**config.mk**
```make
export PLATFORM = sky130hd
export DESIGN_NAME = pma_req_router
export DESIGN_NICKNAME = d
export VERILOG_FILES = /design/src/rtl/river_cfg_pkg.sv /design/src/rtl/pma_router_pkg.sv /design/src/rtl/pma_route_fifo.sv /design/src/rtl/pma_req_router.sv
export SDC_FILE = /design/constraint.sdc
export NUM_CORES = 1
export LEC_CHECK = 0
export BUFFER_PORTS_ARGS = -buffer_cell sky130_fd_sc_hd__buf_2
export CAP_MARGIN = 20
export CORE_AREA = 2 2 175 177
export CTS_CLUSTER_SIZE = 14
export DETAILED_ROUTE_END_ITERATION = 7
export DIE_AREA = 0 0 177 179
export SETUP_SLACK_MARGIN = 0.2
export SYNTH_ARGS = -nofsm -noshare
export SYNTH_HDL_FRONTEND = slang
export SYNTH_SLANG_ARGS = --single-unit
```
**constraint.sdc**
```tcl
create_clock -name i_clk -period 6.35 [get_ports i_clk]
set_clock_uncertainty 0.15 [all_clocks]
set_input_delay 0.3175 -clock i_clk [delete_from_list [all_inputs] [get_ports i_clk]]
set_output_delay 0.3175 -clock i_clk [all_outputs]
set_load 0.03 [all_outputs]
```
**src/rtl/river_cfg_pkg.sv**
```systemverilog
// Core-wide configuration constants shared by the memory-side blocks.
package river_cfg_pkg;
  localparam int CFG_CPU_ADDR_BITS = 32;
endpackage

```
**src/rtl/pma_router_pkg.sv**
```systemverilog
// Types and reset constants for the PMA request router and its route FIFO.
package pma_router_pkg;
  import river_cfg_pkg::*;

  // One bit today: which port the outstanding request went to.
  typedef struct packed {
    logic cached;
  } route_fifo_entry;

  typedef struct packed {
    logic [CFG_CPU_ADDR_BITS-1:0] addr;
    logic                         write;
    logic [63:0]                  wdata;
    logic [7:0]                   wstrb;
    logic                         cached;
  } stage_type;

  localparam stage_type STAGE_RESET = '{addr: '0, write: 1'b0, wdata: '0,
                                        wstrb: '0, cached: 1'b0};
  localparam route_fifo_entry ROUTE_FIFO_ENTRY_RESET = '{cached: 1'b0};
endpackage

```
**src/rtl/pma_route_fifo.sv**
```systemverilog
// DEPTH-entry route FIFO remembering which port each issued request used.
module pma_route_fifo
  import pma_router_pkg::*;
#(
  parameter int DEPTH      = 4,
  parameter int LOG2_DEPTH = 2
) (
  input  logic            i_clk,
  input  logic            i_rst,
  input  logic            i_push,
  input  route_fifo_entry i_push_data,
  input  logic            i_pop,
  output logic            o_full,
  output logic            o_empty,
  output route_fifo_entry o_head
);

  localparam logic [LOG2_DEPTH:0] FULL_CNT = (LOG2_DEPTH + 1)'(DEPTH);

  logic [LOG2_DEPTH-1:0] wr_ptr;
  logic [LOG2_DEPTH-1:0] rd_ptr;
  logic [LOG2_DEPTH:0]   cnt;
  route_fifo_entry       mem [DEPTH];

  always_ff @(posedge i_clk) begin
    if (i_rst) begin
      wr_ptr <= '0;
      rd_ptr <= '0;
      cnt    <= '0;
      for (int i = 0; i < DEPTH; i++) mem[i] <= ROUTE_FIFO_ENTRY_RESET;
    end else begin
      if (i_push) begin
        mem[wr_ptr] <= i_push_data;
        wr_ptr      <= wr_ptr + 1'b1;
      end
      if (i_pop) rd_ptr <= rd_ptr + 1'b1;
      // Simultaneous push and pop leaves the count unchanged, even when full.
      if (i_push && !i_pop)      cnt <= cnt + 1'b1;
      else if (!i_push && i_pop) cnt <= cnt - 1'b1;
    end
  end

  assign o_full  = (cnt == FULL_CNT);
  assign o_empty = (cnt == '0);
  assign o_head  = mem[rd_ptr];

endmodule

```
**src/rtl/pma_req_router.sv**
```systemverilog
// Routes CPU data requests to the D$ or uncached port by PMA result and returns
// responses in request order. RIVER_PMA_ROUTER_STATS_EN adds per-port issue counters.
module pma_req_router
  import river_cfg_pkg::*;
  import pma_router_pkg::*;
#(
  parameter int DEPTH      = 4,
  parameter int LOG2_DEPTH = 2
) (
  input  logic                         i_clk,
  input  logic                         i_rst,
  input  logic                         i_req_valid,
  output logic                         o_req_ready,
  input  logic [CFG_CPU_ADDR_BITS-1:0] i_req_addr,
  input  logic                         i_req_write,
  input  logic [63:0]                  i_req_wdata,
  input  logic [7:0]                   i_req_wstrb,
  output logic [CFG_CPU_ADDR_BITS-1:0] o_pma_addr,
  input  logic                         i_pma_cached,
  output logic [CFG_CPU_ADDR_BITS-1:0] o_fwd_addr,
  output logic                         o_fwd_write,
  output logic [63:0]                  o_fwd_wdata,
  output logic [7:0]                   o_fwd_wstrb,
  output logic                         o_c_req_valid,
  input  logic                         i_c_req_ready,
  output logic                         o_u_req_valid,
  input  logic                         i_u_req_ready,
  input  logic                         i_c_resp_valid,
  input  logic [63:0]                  i_c_resp_data,
  input  logic                         i_c_resp_err,
  output logic                         o_c_resp_ready,
  input  logic                         i_u_resp_valid,
  input  logic [63:0]                  i_u_resp_data,
  input  logic                         i_u_resp_err,
  output logic                         o_u_resp_ready,
  output logic                         o_resp_valid,
  output logic [63:0]                  o_resp_data,
  output logic                         o_resp_err,
  output logic                         o_resp_uncached,
  input  logic                         i_resp_ready,
  output logic                         o_unexp_resp
`ifdef RIVER_PMA_ROUTER_STATS_EN
  ,
  output logic [31:0]                  o_cnt_cached,
  output logic [31:0]                  o_cnt_uncached
`endif
);

  stage_type       stage;
  logic            stage_v;
  logic            fifo_full;
  logic            fifo_empty;
  route_fifo_entry head;
  logic            can_push;
  logic            issue;
  logic            pop;

  assign o_pma_addr = i_req_addr;

  assign can_push      = !fifo_full || pop;
  assign o_c_req_valid = stage_v && stage.cached && can_push;
  assign o_u_req_valid = stage_v && !stage.cached && can_push;
  assign issue         = (o_c_req_valid && i_c_req_ready) || (o_u_req_valid && i_u_req_ready);
  assign o_req_ready   = !stage_v || issue;

  assign o_fwd_addr  = stage.addr;
  assign o_fwd_write = stage.write;
  assign o_fwd_wdata = stage.wdata;
  assign o_fwd_wstrb = stage.wstrb;

  always_ff @(posedge i_clk) begin
    if (i_rst) begin
      stage_v <= 1'b0;
      stage   <= STAGE_RESET;
    end else if (i_req_valid && o_req_ready) begin
      stage_v <= 1'b1;
      stage   <= '{addr: i_req_addr, write: i_req_write, wdata: i_req_wdata,
                   wstrb: i_req_wstrb, cached: i_pma_cached};
    end else if (issue) begin
      stage_v <= 1'b0;
    end
  end

  pma_route_fifo #(
    .DEPTH      (DEPTH),
    .LOG2_DEPTH (LOG2_DEPTH)
  ) u_route_fifo (
    .i_clk       (i_clk),
    .i_rst       (i_rst),
    .i_push      (issue),
    .i_push_data ('{cached: stage.cached}),
    .i_pop       (pop),
    .o_full      (fifo_full),
    .o_empty     (fifo_empty),
    .o_head      (head)
  );

  // With nothing outstanding, stray responses are swallowed so neither port can stall.
  always_comb begin
    o_resp_valid    = 1'b0;
    o_resp_data     = '0;
    o_resp_err      = 1'b0;
    o_resp_uncached = 1'b0;
    o_c_resp_ready  = 1'b0;
    o_u_resp_ready  = 1'b0;
    if (fifo_empty) begin
      o_c_resp_ready = 1'b1;
      o_u_resp_ready = 1'b1;
    end else if (head.cached) begin
      o_resp_valid   = i_c_resp_valid;
      o_resp_data    = i_c_resp_data;
      o_resp_err     = i_c_resp_err;
      o_c_resp_ready = i_resp_ready;
    end else begin
      o_resp_valid    = i_u_resp_valid;
      o_resp_data     = i_u_resp_data;
      o_resp_err      = i_u_resp_err;
      o_resp_uncached = 1'b1;
      o_u_resp_ready  = i_resp_ready;
    end
  end

  assign pop = o_resp_valid && i_resp_ready;

  always_ff @(posedge i_clk) begin
    if (i_rst) begin
      o_unexp_resp <= 1'b0;
    end else if (fifo_empty && (i_c_resp_valid || i_u_resp_valid)) begin
      o_unexp_resp <= 1'b1;
    end
  end

`ifdef RIVER_PMA_ROUTER_STATS_EN
  always_ff @(posedge i_clk) begin
    if (i_rst) begin
      o_cnt_cached   <= '0;
      o_cnt_uncached <= '0;
    end else begin
      if (o_c_req_valid && i_c_req_ready && (o_cnt_cached != '1))
        o_cnt_cached <= o_cnt_cached + 32'd1;
      if (o_u_req_valid && i_u_req_ready && (o_cnt_uncached != '1))
        o_cnt_uncached <= o_cnt_uncached + 32'd1;
    end
  end
`endif

endmodule

```
==> out/qor.log <==
INFO  timing         max_slew_margin=36.2%
INFO  place          dp_slack=2.49ns
INFO  detailed_routing drt-met1-wl=9.41mm
INFO  floorplan      floorplan.initialDensity=22.0%
INFO  floorplan      io_pins=454
INFO  floorplan      row_count=64
INFO  detailed_routing detail_route.vias_per_cell=4.09
INFO  yosys          synth_enable_flop_cells=4
INFO  global_route   wire_length_of_the_first_global_routing_pass=35.0mm
INFO  timing         final.setup.worst_slack=2.52ns
INFO  cells_and_area final_cells=1,608
INFO  timing         final_setup_violation_count=0
INFO  power_and_ir_drop leakage=4.84nW
INFO  setup_path     critPathKind=flop to flop
INFO  place          detailedPlacementHpwl=19.8mm
INFO  global_route   grt_use_total=14.8%
INFO  detailed_routing detail_route.drc_violations=0
INFO  clock_tree     root_buffer=clkbuf_16
INFO  global_route   number_of_global_route_vias_before_repair=6,138
INFO  yosys          net_count_of_the_mapped_netlist=1,037
INFO  clock_tree     clkSinkCount=121
INFO  yosys          gate_count_of_the_mapped_netlist=791
INFO  clock_tree     cts.repair_timing.setup_buffer_count=0
INFO  cells_and_area layout_nets=1,445
INFO  run_status     status=finished, final reports clean
INFO  timing         report.final.slew_viol_count=0
INFO  clock_tree     cts_tree=yes
INFO  cells_and_area post_route_cells_drive_above_1_share=41.1%
INFO  yosys          synth_cell_type_count=31
INFO  global_route   grt_max_degree=119
INFO  yosys          syn_area_per_cell=8.34um2
INFO  yosys          yosys.area.top_type=dfxtp_1
INFO  place          final_gp_congestion=0.933
INFO  clock_tree     worst_skew_pair.late_latency=0.40ns
INFO  clock_tree     cts_inserted_buffers=17
INFO  yosys          yosys_warnings=0
INFO  yosys          async_flop_share=0%
INFO  floorplan      design.core.area=30,000um2
INFO  clock_tree     cts.clk_slew.worst_paths=0.06ns
INFO  detailed_routing routed_wire_length_per_instance=15.7um
INFO  clock_tree     cts_h_tree_depth=4
INFO  setup_path     crit_fanout=68
INFO  power_and_ir_drop powerDensity=388nW/um2
INFO  yosys          synth_area=6600um2
INFO  yosys          yosys-top-cells-count=nand2b_1 (214), nand2_1 (137), dfxtp_1 (117)
INFO  timing         fin_crit=3.83ns
INFO  timing         fmaxAchievable=261MHz
INFO  timing         worst-slew-pin-transition=0.957ns
INFO  floorplan      design.die.area=31,700um2
INFO  yosys          ys.flop_type=dfxtp_1
INFO  timing         unrepaired_setup_endpoints_after_global_routing=no
INFO  timing         layout_worst_path_cycle_share=60.3%
INFO  yosys          post-synth-top-area-fraction=35.5%
INFO  setup_path     critPathArrivalTime=4.01ns
INFO  global_route   grt_antenna_before_repair=4
INFO  setup_path     critical_path.endpoint_type=flop
INFO  cells_and_area post_synthesis_to_final_layout_area_growth=47.4%
INFO  clock_tree     cts_max_path_buffers=2
INFO  detailed_routing met2RoutedLength=12.8mm
INFO  floorplan      die_w=177um
INFO  timing         tns=0ns
INFO  setup_path     cpMaxStageDelayCell=o21a_4
INFO  setup_path     worst_path_largest_cell_delay=0.77ns
INFO  yosys          synth_most_common_cell=nand2b_1
INFO  floorplan      die_h=179um
INFO  detailed_routing dr.pass1.iters=4
INFO  setup_path     critical_path.cell_chain=mux4_2 -> buf_4 -> mux2i_2 -> o21ai_2 -> o21a_4 -> buf_4 -> mux2i_1
INFO  timing         final_hold_viol_count=0
INFO  power_and_ir_drop irDropWorstVdd=0.225mV
INFO  place          io_buffer_count=453
INFO  place          placed_cells=1,556
INFO  worst_hold_path worst_hold_path_type=input port to flop
INFO  clock_tree     cts_resized=0
INFO  detailed_routing drt_iter0_drc=211
INFO  detailed_routing totalWireLength=25.2mm
INFO  setup_path     timing.critical_path.from_type=flop
INFO  job            timing.max_cap.violations=0
INFO  yosys          synth_sequential_area_ratio=37.3%
INFO  yosys          synth-seq-cells=121
INFO  global_route   globalRouteOverflowTotal=0
INFO  detailed_routing drt.antenna.violating_nets=0
INFO  detailed_routing top_signal_layer_used=met5
INFO  yosys          synth.top_cells.by_area=dfxtp_1 (36%), nand2b_1 (20%), mux2i_1 (16%)
INFO  setup_path     required=6.53ns
INFO  detailed_routing dr_total_vias=6,583
INFO  setup_path     path_common_cell=buf_4
INFO  detailed_routing wl_met3=1.84mm
critical path: cells and delay by family (launching register included):
kind | cells | cell delay [ns]
AO/OA/AOI/OAI | 2 | 1.11
buffers and inverters | 2 | 0.92
flip-flops | 1 | 0.42
multiplexers | 3 | 1.05
layer usage:
layer | GRT usage, % | vias to the layer above
li1 | - | 3334
met1 | 15.5 | 2909
met2 | 26.7 | 301
met3 | 3.88 | 35
met4 | 8.37 | 4
met5 | 0 | -
final timing paths:
| kind | start | endpoint | slack [ns] | cells after the start |
|---|---|---|---|---|
| max reg2reg | flop | o_fwd_addr[28] | 2.52 | 7 |
| min | i_req_wdata[21] | o_fwd_wdata[21] | 0.02 | 3 |
| max | flop | o_fwd_addr[28] | 2.52 | 7 |
| min reg2reg | o_unexp_resp | o_unexp_resp | 0.30 | 2 |
flip-flops by register name, summed over array words and instances, names as in the netlist, named ones only:
name                 cells
u_route_fifo.rd_ptr      2
o_unexp_resp             1
o_fwd_write              1
u_route_fifo.cnt         3
u_route_fifo.wr_ptr      2
u_route_fifo.mem         4
o_fwd_addr              32
o_fwd_wstrb              8
o_fwd_wdata             64
stage                    1
stage_v                  1
through the flow:
step	hold slack (ns)	area, um2	util (%)	power (mW)
after global placement	0.287	8930	29.7	2.83
final	0.0192	9720	32.4	3.78
after global routing	0.00743	9720	32.4	3.98
after CTS	0.000662	9720	32.4	3.85
after detailed placement	0.297	8930	29.7	2.83
after floorplan	0.297	6600	-	2.15
cells by family after synthesis:
| logic type | after synthesis | share of synthesized area (%) |
|---|---|---|
| simple gates | 375 | 29.9 |
| mux | 113 | 17.4 |
| fa+ha+maj | 2 | 0.493 |
| xor+xnor | 5 | 0.664 |
| compound gates | 78 | 6.16 |
| flops | 121 | 37.3 |
| buf+inv | 97 | 8.02 |
where the power goes:
part	switching [mW]	total, mW	internal, mW
Sequential	0.0484	0.883	0.834
Combinational	1.40	1.91	0.507
Clock	0.363	0.989	0.626
Total	1.81	3.78	1.97
cells in the final DEF, fill, tap and decap left out, types with 2 or more instances in the layout:
cell type        n
nand2b_1       214
xnor2_1          3
edfxtp_1         4
o21bai_1         4
a21oi_1         68
clkbuf_16       17
clkinvlp_4       3
clkbuf_1         2
dlygate4sd3_1   20
dfxtp_1        117
nor3_1           3
xor2_1           2
buf_2          452
buf_4            7
or3_1            2
o21ai_0          3
clkinv_2         2
nand2_1        137
bufinv_16        3
inv_1            7
nor2_1          13
mux2i_1        108
mux2_2           3
area by class of cell:
type | instances | area, um2
tap | 396 | 495
inverter | 7 | 26.3
timing repair buffer | 479 | 2510
sequential | 121 | 2460
multi-input combinational | 573 | 3630
antenna | 1 | 2.50
fill | 3256 | 20300
clock buffer | 20 | 447
clock inverter | 11 | 146
timing repair:
action,in CTS,in global routing
hold buffers,20,0
hold endpoints to repair,20,0
endpoints found under the setup margin,0,0
(Power assumes the default switching activity.)
